===== src/rtl/mem_port_initiator.sv =====
// Load/store initiator driving the bMEMPortDualIO memory bundle, one request in flight at a time.
// Define MEM_PORT_INITIATOR_RMW_EN to merge sub-dword stores into a previously read dword.
module mem_port_initiator #(
  parameter int unsigned RD_LAT = 1
) (
  input  logic        iClock,
  input  logic        iReset,
  input  logic        iReqValid,
  output logic        oReqReady,
  input  logic        iReqWr,
  input  logic [63:0] iReqAddr,
  input  logic [63:0] iReqWrData,
  input  logic [1:0]  iReqSize,
  input  logic        iReqSigned,
  output logic        oRespValid,
  output logic [63:0] oRespData,
  output logic        oRespErr,
  output logic        bMEMPortDualIO_oRdEn,
  output logic        bMEMPortDualIO_oWrEn,
  output logic [63:0] bMEMPortDualIO_oAddr,
  output logic [63:0] bMEMPortDualIO_oWrData,
  output logic [9:0]  bMEMPortDualIO_oWrByt,
  input  logic [63:0] bMEMPortDualIO_iRdData
);

  typedef enum logic [1:0] {S_IDLE, S_RD, S_WR, S_RESP} state_t;

  localparam logic [3:0] CNT_INIT = 4'(RD_LAT - 1);

  state_t      state_q, state_d;
  logic [3:0]  cnt_q, cnt_d;
  logic        wr_q, wr_d;
  logic [63:0] addr_q, addr_d;
  logic [63:0] data_q, data_d;
  logic [1:0]  size_q, size_d;
  logic        sgn_q, sgn_d;

  logic        rd_en_q, rd_en_d;
  logic        wr_en_q, wr_en_d;
  logic [63:0] mem_addr_q, mem_addr_d;
  logic [63:0] wr_data_q, wr_data_d;
  logic [9:0]  wr_byt_q, wr_byt_d;
  logic        resp_valid_q, resp_valid_d;
  logic [63:0] resp_data_q, resp_data_d;
  logic        resp_err_q, resp_err_d;

  logic        store_needs_read;
  logic [7:0]  lane_base;
  logic [7:0]  byte_en;
  logic [63:0] merge_mask;
  logic [63:0] merge_data;

  function automatic logic [63:0] size_mask(input logic [1:0] size);
    case (size)
      2'd0:    return 64'h0000_0000_0000_00FF;
      2'd1:    return 64'h0000_0000_0000_FFFF;
      2'd2:    return 64'h0000_0000_FFFF_FFFF;
      default: return 64'hFFFF_FFFF_FFFF_FFFF;
    endcase
  endfunction

  function automatic logic misaligned(input logic [2:0] off, input logic [1:0] size);
    case (size)
      2'd0:    return 1'b0;
      2'd1:    return off[0];
      2'd2:    return |off[1:0];
      default: return |off;
    endcase
  endfunction

  function automatic logic [63:0] load_extract(input logic [63:0] rd, input logic [2:0] off,
                                               input logic [1:0] size, input logic sgn);
    logic [63:0] sh;
    sh = rd >> {off, 3'b000};
    case (size)
      2'd0:    return {{56{sgn & sh[7]}}, sh[7:0]};
      2'd1:    return {{48{sgn & sh[15]}}, sh[15:0]};
      2'd2:    return {{32{sgn & sh[31]}}, sh[31:0]};
      default: return sh;
    endcase
  endfunction

`ifdef MEM_PORT_INITIATOR_RMW_EN
  assign store_needs_read = (iReqSize != 2'd3);
`else
  assign store_needs_read = 1'b0;
`endif

  // Byte-lane mask of the captured access, expanded to bits for the merge.
  always_comb begin
    case (size_q)
      2'd0:    lane_base = 8'h01;
      2'd1:    lane_base = 8'h03;
      2'd2:    lane_base = 8'h0F;
      default: lane_base = 8'hFF;
    endcase
    byte_en = lane_base << addr_q[2:0];
  end

  genvar gi;
  generate
    for (gi = 0; gi < 8; gi++) begin : g_lane
      assign merge_mask[gi*8 +: 8] = {8{byte_en[gi]}};
    end
  endgenerate

  assign merge_data = (bMEMPortDualIO_iRdData & ~merge_mask)
                    | ((data_q << {addr_q[2:0], 3'b000}) & merge_mask);

  always_comb begin
    state_d      = state_q;
    cnt_d        = cnt_q;
    wr_d         = wr_q;
    addr_d       = addr_q;
    data_d       = data_q;
    size_d       = size_q;
    sgn_d        = sgn_q;
    rd_en_d      = 1'b0;
    wr_en_d      = 1'b0;
    mem_addr_d   = '0;
    wr_data_d    = '0;
    wr_byt_d     = '0;
    resp_valid_d = 1'b0;
    resp_data_d  = '0;
    resp_err_d   = 1'b0;

    case (state_q)
      S_IDLE: begin
        if (iReqValid) begin
          wr_d   = iReqWr;
          addr_d = iReqAddr;
          data_d = iReqWrData;
          size_d = iReqSize;
          sgn_d  = iReqSigned;
          if (misaligned(iReqAddr[2:0], iReqSize)) begin
            state_d      = S_RESP;
            resp_valid_d = 1'b1;
            resp_err_d   = 1'b1;
          end else if (!iReqWr || store_needs_read) begin
            state_d    = S_RD;
            cnt_d      = CNT_INIT;
            rd_en_d    = 1'b1;
            mem_addr_d = {iReqAddr[63:3], 3'b000};
          end else begin
            // Direct write: dword stores, or any store when the responder places lanes.
            state_d    = S_WR;
            wr_en_d    = 1'b1;
            mem_addr_d = iReqAddr;
            wr_data_d  = iReqWrData & size_mask(iReqSize);
            wr_byt_d   = 10'(iReqSize) + 10'd1;
          end
        end
      end
      S_RD: begin
        if (cnt_q == 4'd0) begin
          if (wr_q) begin
            state_d    = S_WR;
            wr_en_d    = 1'b1;
            mem_addr_d = {addr_q[63:3], 3'b000};
            wr_data_d  = merge_data;
            wr_byt_d   = 10'd4;
          end else begin
            state_d      = S_RESP;
            resp_valid_d = 1'b1;
            resp_data_d  = load_extract(bMEMPortDualIO_iRdData, addr_q[2:0], size_q, sgn_q);
          end
        end else begin
          cnt_d      = cnt_q - 4'd1;
          rd_en_d    = 1'b1;
          mem_addr_d = {addr_q[63:3], 3'b000};
        end
      end
      S_WR: begin
        state_d      = S_RESP;
        resp_valid_d = 1'b1;
      end
      default: state_d = S_IDLE;
    endcase
  end

  always_ff @(posedge iClock) begin
    if (iReset) begin
      state_q      <= S_IDLE;
      cnt_q        <= '0;
      wr_q         <= 1'b0;
      addr_q       <= '0;
      data_q       <= '0;
      size_q       <= '0;
      sgn_q        <= 1'b0;
      rd_en_q      <= 1'b0;
      wr_en_q      <= 1'b0;
      mem_addr_q   <= '0;
      wr_data_q    <= '0;
      wr_byt_q     <= '0;
      resp_valid_q <= 1'b0;
      resp_data_q  <= '0;
      resp_err_q   <= 1'b0;
    end else begin
      state_q      <= state_d;
      cnt_q        <= cnt_d;
      wr_q         <= wr_d;
      addr_q       <= addr_d;
      data_q       <= data_d;
      size_q       <= size_d;
      sgn_q        <= sgn_d;
      rd_en_q      <= rd_en_d;
      wr_en_q      <= wr_en_d;
      mem_addr_q   <= mem_addr_d;
      wr_data_q    <= wr_data_d;
      wr_byt_q     <= wr_byt_d;
      resp_valid_q <= resp_valid_d;
      resp_data_q  <= resp_data_d;
      resp_err_q   <= resp_err_d;
    end
  end

  assign oReqReady              = (state_q == S_IDLE) && !iReset;
  assign oRespValid             = resp_valid_q;
  assign oRespData              = resp_data_q;
  assign oRespErr               = resp_err_q;
  assign bMEMPortDualIO_oRdEn   = rd_en_q;
  assign bMEMPortDualIO_oWrEn   = wr_en_q;
  assign bMEMPortDualIO_oAddr   = mem_addr_q;
  assign bMEMPortDualIO_oWrData = wr_data_q;
  assign bMEMPortDualIO_oWrByt  = wr_byt_q;

endmodule


===== config.mk =====
export PLATFORM = sky130hd
export DESIGN_NAME = mem_port_initiator
export DESIGN_NICKNAME = d
export VERILOG_FILES = /design/src/rtl/mem_port_initiator.sv
export SDC_FILE = /design/constraint.sdc
export NUM_CORES = 1
export LEC_CHECK = 0
export ABC_CLOCK_PERIOD_IN_PS = 1800
export CAP_MARGIN = 20
export CELL_PAD_IN_SITES_DETAIL_PLACEMENT = 1
export CELL_PAD_IN_SITES_GLOBAL_PLACEMENT = 2
export CORE_ASPECT_RATIO = 0.75
export CORE_MARGIN = 2
export CORE_UTILIZATION = 26
export DETAILED_ROUTE_END_ITERATION = 12
export GPL_TIMING_DRIVEN = 0
export MAX_ROUTING_LAYER = met4
export PLACE_DENSITY_LB_ADDON = 0.08
export SLEW_MARGIN = 0
export SYNTH_ARGS = -nofsm -noshare
export SYNTH_HDL_FRONTEND = slang
export SYNTH_SLANG_ARGS = --single-unit
export TNS_END_PERCENT = 5

===== constraint.sdc =====
create_clock -name iClock -period 1.8 [get_ports iClock]
set_input_delay 0.18 -clock iClock [delete_from_list [all_inputs] [get_ports iClock]]
set_output_delay 0.18 -clock iClock [all_outputs]
set_load 0.01 [all_outputs]

# [Word level (Yosys, flattened, before mapping)]
# Index checks and enable logic that the tools add are counted.
# Widths: inputs -> output; s select.
[totals] input_bits=199 ff_bits=344 elab_cells=111
[classes] bitwise_logic=11 muxes=55 n_addsub=2 n_reduce_logical=14 shifts=3 eq_ne=11
[ops] cell="$mux 64" n=13
[ops] cell="$pmux 64 s3" n=2
[ops] cell="$pmux 64 s2" n=2
[ops] cell="$and 64x64->64" n=3
[ops] cell="$not 64->64" n=1
[ops] cell="$or 64x64->64" n=1
[ops] cell="$shl 64x6->64" n=1
[ops] cell="$shr 64x6->64" n=1
[ops] cell="$pmux 8 s3" n=1
[ops] cell="$mux 3" n=6
[ops] cell="$mux 1" n=16
[ops] cell="$mux 4" n=4
[ops] cell="$ne 2x2->1 const B" n=5
[ops] cell="$mux 2" n=4
[ops] cell="$pmux 4 s2" n=1
[ops] cell="$shl 8x3->8" n=1
[ops] cell="$eq 2x1->1 const B" n=3
[ops] cell="$eq 2x2->1 const B" n=3
[ops] cell="$logic_not 2->1" n=3
[ops] cell="$pmux 1 s3" n=2
[ops] cell="$pmux 2 s3" n=1
[ops] cell="$pmux 3 s2" n=1
[ops] cell="$reduce_and 5->1" n=1
[ops] cell="$logic_not 4->1" n=1
[ops] cell="other kinds (12)" n=19

# [Longest topological paths before layout]
# Gate-level depths: netlist of run 1.
[logic_depth] depth_word=12 mapped_depth=10

# [Least setup slack after synthesis of run 1]
# OpenSTA, ideal clock, no wires.
[synth_timing] path_kind="register -> register" start="reg state_q[1]" end="reg mem_addr_q[10] (netlist: bMEMPortDualIO_oAddr[10])" t_arrival_ns=1.760 stages_incl_launch_ff=10 setup_ns=0.128 setup_slack_ns=-0.088 period_less_slack_ns=1.888 cell_sequence="dfxtp_1 > inv_1 > ha_1 > buf_2 > nor2_1 > or2_2 > clkbuf_1 > buf_2 > clkbuf_1 > nor2_1"
[synth_via] elab_chain_len=2 elab_cells_between_ends=3 cone_classes="1 x eq/ne; 1 x mux; 1 x reduce/logical"
[synth_rtl] element="start, declared" line_no="30" text="state_t state_q, state_d;"
[synth_rtl] element="start signal, assigned" line_no="199" text="state_q <= state_d;"
[synth_rtl] element="$eq 2x1->1 / $logic_not 2->1 (equally long branches)" line_no="127" text="case (state_q)"
[synth_rtl] element="$pmux 64 s2 *" line_no="127"
[synth_rtl] element="end signal, assigned" line_no="208" text="mem_addr_q <= mem_addr_d;"
[synth_rtl] element="end, declared" line_no="40" text="logic [63:0] mem_addr_q, mem_addr_d;"
# Mark *: on every way between the ends. The rest lies on a longest branch, timed or not.
# A chain may end at the register's enable or synchronous reset.

# [Final worst setup path of run 1]
[layout_timing] start="reg addr_q[1]" end="reg wr_data_q[24] (netlist: bMEMPortDualIO_oWrData[24])"
[layout_via] elab_chain_len=7 elab_cells_between_ends=9 cone_classes="2 x shift; 3 x mux; 4 x bitwise"
[layout_rtl] element="start, declared" line_no="33" text="logic [63:0] addr_q, addr_d;"
[layout_rtl] element="start signal, assigned" line_no="202" text="addr_q <= addr_d;"
[layout_rtl] element="parallel branches: the longest is 3 deep, another holds $shl 64x6->64"
[layout_rtl] element="$or 64x64->64 *" line_no="108" text="| ((data_q << {addr_q[2:0], 3'b000}) & merge_mask);"
[layout_rtl] element="$mux 64 *" line_no="156" text="if (wr_q) begin"
[layout_rtl] element="$mux 64 *" line_no="155" text="if (cnt_q == 4'd0) begin"
[layout_rtl] element="$pmux 64 s2 *" line_no="127"
[layout_rtl] element="end signal, assigned" line_no="209" text="wr_data_q <= wr_data_d;"
[layout_rtl] element="end, declared" line_no="41" text="logic [63:0] wr_data_q, wr_data_d;"
# Mark *: on every way between the ends.

==> results.txt, run 1 <==
GR Overflow Total - 0
final non-filler cell area - 25000 sq um
synthesized area - 15900 sq um
global-route met2 utilization - 0.408
met1 global-route usage - 0.419
Detailed Place HPWL - 71000 microns
final core utilization - 0.414
Site Rows - 78
insertion delay to the later sink of the worst-skew pair - 0.57 ns
buffers from clock root to sink, at most - 3
portion of the post-synthesis area used by sequential elements - 0.423
Hold Crit Endpoint - bMEMPortDualIO_oWrByt[2]
global-route wire length before repair - 127000 microns
TritonCTS clock tree - built
synthesized area divided by synthesized cell count - 8.90 sq um
chip height - 218 microns
H-tree depth - 2
Crit Path Max Fanout - 9
GR Layer Usage met3 - 0.0633
cell types occupying the most area after synthesis - dfxtp_1, nand2_1, a21oi_1, mux2i_1, mux4_2
final routed wire length divided by cell count - 29.2 microns
drt first pass iters - 5
sort of element at the end of the critical path - flip-flop
post-layout net count - 2503
number of buffers inserted during clock tree synthesis - 39
Synth top area share - 0.423
cell leakage power - 8.88 nW
launching element type of the critical path - flip-flop
Placed Area - 20900 sq um
pre-CTS WS - -1.47 ns
Post-synth top flop - dfxtp_1
Reg2Reg Capture Point - bMEMPortDualIO_oWrData[24]
Arrival @ worst endpoint - 2.53 ns
final critical-path share of the clock period - 1.15
flop-to-flop setup slack - -0.27 ns
violation count after the first detailed-routing iteration - 1439
classification of the worst setup path - reg -> reg
violated checks - negative setup slack
final non-filler cell total - 3129
layout cell share with drive strength beyond 1 - 0.253
total of max-cap violations - 0
instance count after placement with tap cells included - 2994
Min Clock Period, post-route - 2.07 ns
depth of the worst register-to-register path - 9
largest net degree at the start of global routing - 14
io pins - 406
final setup violation count - 137
maximum VDD drop - 0.574 mV
Layout area overhead - 57.0%
global-route usage over all layers - 0.289
status - finished, violations left
clock sink total - 337
Max Transition Viols Final - 0
setup repair after global routing missed its margin - yes
routability cong. - 0.941
number of hold violations in the final report - 0
remaining antenna violation count - 0
CTS clk-pin slew, worst paths - 0.06 ns
Synthesis Warnings - 0
biggest area consumer among synthesized cells - dfxtp_1
Horiz. Die Dim - 290 microns
number of antenna violations at the first check in global routing - 11
startpoint of the most critical hold path - iReqSize[0]
average via count per standard cell - 5.26
accumulated negative setup slack - -19.50 ns
cells after synthesis - 1791
Slew @ Worst Pin - 0.997 ns
vias - 16500
Fmax achieved - 0.483 GHz
share of flip-flops with an asynchronous set or reset - 0
PnR worst setup slack - -0.271 ns
Slew HR - 0.336
Post-synth EDFFs - 0
Min-Delay Path Class - in -> reg
DRC Markers - 0
total of flip-flops plus latches after synthesis - 337
drt total wl - 91500 microns
areal power density over the cells - 1210 nW/um^2
core box area - 60500 sq um
count of unique library cells instantiated by Yosys - 74
Die Footprint - 63300 sq um
busiest metal layer after global routing - met1
number of buffers added on ports - 397
vias in the first global route - 16700
launching point of the worst reg2reg path - addr_q[1]
buffer type at the clock tree root - clkbuf_16
effective utilization at floorplan - 0.264
required time reported for the critical path endpoint - 2.26 ns
worst hold path stage count - 3
setup skew after layout - 0.0135 ns
## worst max-delay path by stage
stage	startpoint	cells past startpoint	end
finish	addr_q[1]	9	bMEMPortDualIO_oWrData[24]
global route	addr_q[1]	9	oRespData[40]
CTS	addr_q[1]	9	oRespData[37]
detailed placement	iReqSize[1]	7	bMEMPortDualIO_oWrData[52]
global placement	iReqSize[1]	7	bMEMPortDualIO_oWrData[60]
floorplan	state_q[1]	9	bMEMPortDualIO_oAddr[10]
## through the flow
stage	hold slack, ns	total power, W
floorplan	0.259	0.0148
CTS	0.0989	0.0299
global placement	0.442	0.0194
finish	0.0695	0.0303
global route	0.0864	0.0316
detailed placement	0.448	0.0195
## what timing repair did
item | CTS | global route
pin swaps | 75 | 21
hold buffers | 0 | 1
buffers inserted | 51 | 5
gates cloned | 6 | 0
setup endpoints to repair | 338 | 285
hold endpoints to repair | 0 | 2
gates resized for setup | 484 | 126
## where the power goes
part / internal [W] / switching, W / leakage, nW
sequential: 0.00837 / 0.00101 / 2.74
combinational: 0.00546 / 0.00755 / 5.52
clock: 0.00456 / 0.00339 / 0.621
total: 0.0184 / 0.0119 / 8.88
## layer usage
layer,vias up,routed length (microns)
met5,-,0
met4,0,1520
met3,98,6890
met2,615,38200
met1,8373,44900
li1,7387,-
## Yosys cell counts, drive strengths merged (3+ instances only)
cell type	n
nor3b	4
a22oi	12
a31o	4
mux2i	99
o21ai	40
nor3	7
nor2	111
buf	86
a32oi	17
nand2	393
nand4	7
nand2b	10
nand3b	4
a31oi	8
nor4	6
mux4	41
o211ai	24
dfxtp	337
o2bb2ai	19
a211o	3
and2	6
or2	5
a21oi	220
or3	5
ha	10
a2bb2oi	64
nand3	8
inv	20
a211oi	9
mux2	40
clkbuf	80
and3	3
a21o	18
o22ai	36
nor2b	15
## logic make-up after synthesis
kind of cell	synth area share
adders and majority gates	0.00785
and+or+nand+nor	0.156
buffers and inverters	0.0599
DFF	0.423
other	0.000235
muxes	0.149
AOI/OAI and AO/OA	0.204
## critical path, cell delays in order, from the launching register on
cell and delay (ns):
dfxtp_2 0.34, buf_6 0.14, buf_12 0.14, buf_12 0.13
buf_16 0.17, mux2i_2 0.33, mux2i_4 0.14, mux2_2 0.32
a32oi_1 0.17, nor2_1 0.06
## placed cells by master (no fill, tap or decap), types with 25 or more instances in the layout
cell type	instances
clkdlybuf4s50_1	394
nand2_1	376
dfxtp_1	330
a21oi_1	188
nor2_1	103
buf_4	68
mux2i_1	59
clkbuf_16	41
mux4_2	41
a2bb2oi_1	34
buf_6	32
a2bb2oi_2	30
mux2_2	30
clkbuf_1	29
buf_12	26
a21oi_2	25
## flip-flops by register name, summed over array words and instances, names as in the netlist
signal,flops
bMEMPortDualIO_oWrData,64
state_q,2
bMEMPortDualIO_oAddr,64
cnt_q,4
oRespValid,1
sgn_q,1
size_q,2
addr_q,64
bMEMPortDualIO_oRdEn,1
bMEMPortDualIO_oWrEn,1
oRespData,64
data_q,64
wr_q,1
oRespErr,1
bMEMPortDualIO_oWrByt,3
## area by class of cell
type | instances | area [sq um]
well taps | 800 | 1000
clock buffers | 54 | 1090
multi-input cells | 1274 | 9640
diodes | 6 | 15.0
clock inverters | 16 | 153
flip-flops and latches | 337 | 6760
repair buffers | 459 | 4650
inverters | 20 | 82.6
plain buffers | 163 | 1640
fillers | 6758 | 35500
Power figures use the tool's default switching activity.
==> inputs of run 2 (changes only) <==
--- a/config.mk
+++ b/config.mk
@@ -5,13 +5,13 @@
 export SDC_FILE = /design/constraint.sdc
 export NUM_CORES = 1
 export LEC_CHECK = 0
-export ABC_CLOCK_PERIOD_IN_PS = 1800
+export ABC_CLOCK_PERIOD_IN_PS = 2230
 export CAP_MARGIN = 20
 export CELL_PAD_IN_SITES_DETAIL_PLACEMENT = 1
 export CELL_PAD_IN_SITES_GLOBAL_PLACEMENT = 2
 export CORE_ASPECT_RATIO = 0.75
 export CORE_MARGIN = 2
-export CORE_UTILIZATION = 26
+export CORE_UTILIZATION = 29
 export DETAILED_ROUTE_END_ITERATION = 12
 export GPL_TIMING_DRIVEN = 0
 export MAX_ROUTING_LAYER = met4
==> constraint.sdc (replaced) <==
create_clock -name iClock -period 2.23 [get_ports iClock]
set_input_delay 0.223 -clock iClock [delete_from_list [all_inputs] [get_ports iClock]]
set_output_delay 0.223 -clock iClock [all_outputs]
set_load 0.01 [all_outputs]
==> run 2 against run 1 <==
Compared with the run above: the flow still finishes with violations (negative setup slack); non-clock buffer count fell by 51; utilization rose by 0.33 points; sequential share of layout area rose by 2.8 points; final cell count fell by 4.4%; die area fell by 10%; via count fell by 2.4%; critical path type unchanged; clock power fell by 27%; count of clock-buffer cells in the layout fell by 3; worst setup slack improved by 0.21 ns; critical endpoint is now oRespData[25].
==> results.txt, run 2 (synthesis results as in run 1) <==
status - finished, violations left
violated checks - negative setup slack
areal power density over the cells - 972 nW/um^2
chip height - 207 microns
total of max-cap violations - 0
violation count after the first detailed-routing iteration - 1486
clock sink total - 337
depth of the worst register-to-register path - 7
GR Layer Usage met3 - 0.0505
effective utilization at floorplan - 0.293
Crit Path Max Fanout - 10
sort of element at the end of the critical path - flip-flop
Placed Area - 20800 sq um
Min-Delay Path Class - in -> reg
Slew HR - 0.354
ordered list of cells on the worst path - buf_4, inv_1, clkbuf_2, clkbuf_1, o211ai_1, a21o_1, a21oi_1
buffers from clock root to sink, at most - 3
most common cell after layout, fill and taps aside - clkdlybuf4s50_1
global-route met2 utilization - 0.414
core box area - 54300 sq um
Layout area overhead - 42.1%
final routed wire length divided by cell count - 28.5 microns
buffer type at the clock tree root - clkbuf_16
global-route usage over all layers - 0.301
drt total wl - 85100 microns
highest-count cells in the layout ignoring fill and taps - clkdlybuf4s50_1, nand2_1, dfxtp_1, a21oi_1, nor2_1
vias - 16100
final core utilization - 0.417
Slew @ Worst Pin - 0.969 ns
Horiz. Die Dim - 275 microns
remaining antenna violation count - 0
average via count per standard cell - 5.38
TritonCTS clock tree - built
delay of the slowest critical-path stage - 0.61 ns
final non-filler cell area - 22700 sq um
DRC Markers - 0
maximum VDD drop - 0.487 mV
global-route wire length before repair - 120000 microns
Max Transition Viols Final - 0
drt first pass iters - 7
io pins - 406
worst hold path stage count - 3
CTS clk-pin slew, worst paths - 0.07 ns
Min Clock Period, post-route - 2.29 ns
number of hold violations in the final report - 0
number of buffers inserted during clock tree synthesis - 36
classification of the worst setup path - reg -> reg
insertion delay to the later sink of the worst-skew pair - 0.56 ns
final setup violation count - 3
Arrival @ worst endpoint - 2.77 ns
Site Rows - 74
busiest metal layer after global routing - met1
cell leakage power - 8.12 nW
Detailed Place HPWL - 67900 microns
largest net degree at the start of global routing - 14
number of antenna violations at the first check in global routing - 8
post-layout net count - 2449
setup skew after layout - 0.0213 ns
PnR worst setup slack - -0.0599 ns
required time reported for the critical path endpoint - 2.71 ns
critical-path cell with the highest stage delay - clkbuf_1
Filler Cells Inserted - 6246
layout cell share with drive strength beyond 1 - 0.156
final critical-path share of the clock period - 1.03
H-tree depth - 2
Die Footprint - 56900 sq um
routability cong. - 0.954
launching element type of the critical path - flip-flop
number of buffers added on ports - 397
setup repair after global routing missed its margin - yes
met1 global-route usage - 0.457
vias in the first global route - 16300
Fmax achieved - 0.437 GHz
GR Overflow Total - 0
[run 2: cell types whose count changed in the layout (fill, tap and decap cells not counted), sizes merged, moves of 2 or more]
cell,before,now
clkbuf,118,128
buf,162,97
dlygate4sd2,0,2
clkinv,11,7
[run 2: through the flow]
step | hold WS, ns | worst slack, ns | total power, W | setup TNS [ns] | std cells
6_report | 0.0766 | -0.0599 | 0.0220 | -0.151 | 2991
5_1_grt | 0.0750 | -0.147 | 0.0230 | -2.90 | 2987
4_1_cts | 0.218 | -0.222 | 0.0218 | -3.40 | 2978
3_5_place_dp | 0.450 | -1.03 | 0.0156 | -165.64 | 2916
3_3_place_gp | 0.443 | -1.00 | 0.0155 | -157.69 | 2916
2_1_floorplan | 0.302 | 0.342 | 0.0119 | 0 | 1797
[run 2: where the power goes]
part	internal (W)	total, W	leakage [nW]	switching, W
registers	0.00674	0.00752	2.74	0.000775
logic	0.00332	0.00868	4.84	0.00536
clock network	0.00327	0.00584	0.541	0.00257
[run 2: repair_timing]
| item | CTS | global route |
|---|---|---|
| pin swaps | 5 | 11 |
| gates resized for setup | 113 | 82 |
| buffers inserted | 3 | 8 |
| hold buffers | 0 | 0 |
| endpoints found under the setup margin | 327 | 239 |
[run 2: worst max-delay path, delay by kind of cell (launching register included)]
| family | cells | cell delay (ns) |
|---|---|---|
| buffers and inverters | 4 | 1.20 |
| AOI/OAI and AO/OA | 3 | 0.67 |
| DFF | 1 | 0.35 |
[run 2: routing by layer]
metal	part of all wire	up-vias
met1	0.49	8077
met4	0.017	0
met3	0.082	94
li1	-	7240
met2	0.41	668
met5	0	-
[run 2: path summary, 6_finish.rpt]
check	start	slack (ns)	end
setup / recovery	addr_q[2]	-0.06	oRespData[25]
hold / removal	iReqSize[0]	0.08	size_q[0]
setup reg to reg	addr_q[2]	-0.06	oRespData[25]
hold reg to reg	addr_q[3]	0.46	addr_q[3]
[run 2: cell type report]
| type | instances | area (sq um) | share of cell area |
|---|---|---|---|
| Inverter | 20 | 78.8 | 0.00348 |
| Antenna cell | 6 | 15.0 | 0.000662 |
| Timing Repair Buffer | 408 | 4080 | 0.180 |
| Multi-Input combinational cell | 1274 | 8610 | 0.380 |
| Clock inverter | 10 | 96.3 | 0.00425 |
| Buffer | 163 | 1120 | 0.0496 |
| Sequential cell | 337 | 6750 | 0.298 |
| Clock buffer | 51 | 1010 | 0.0444 |
| Tap cell | 722 | 903 | 0.0399 |
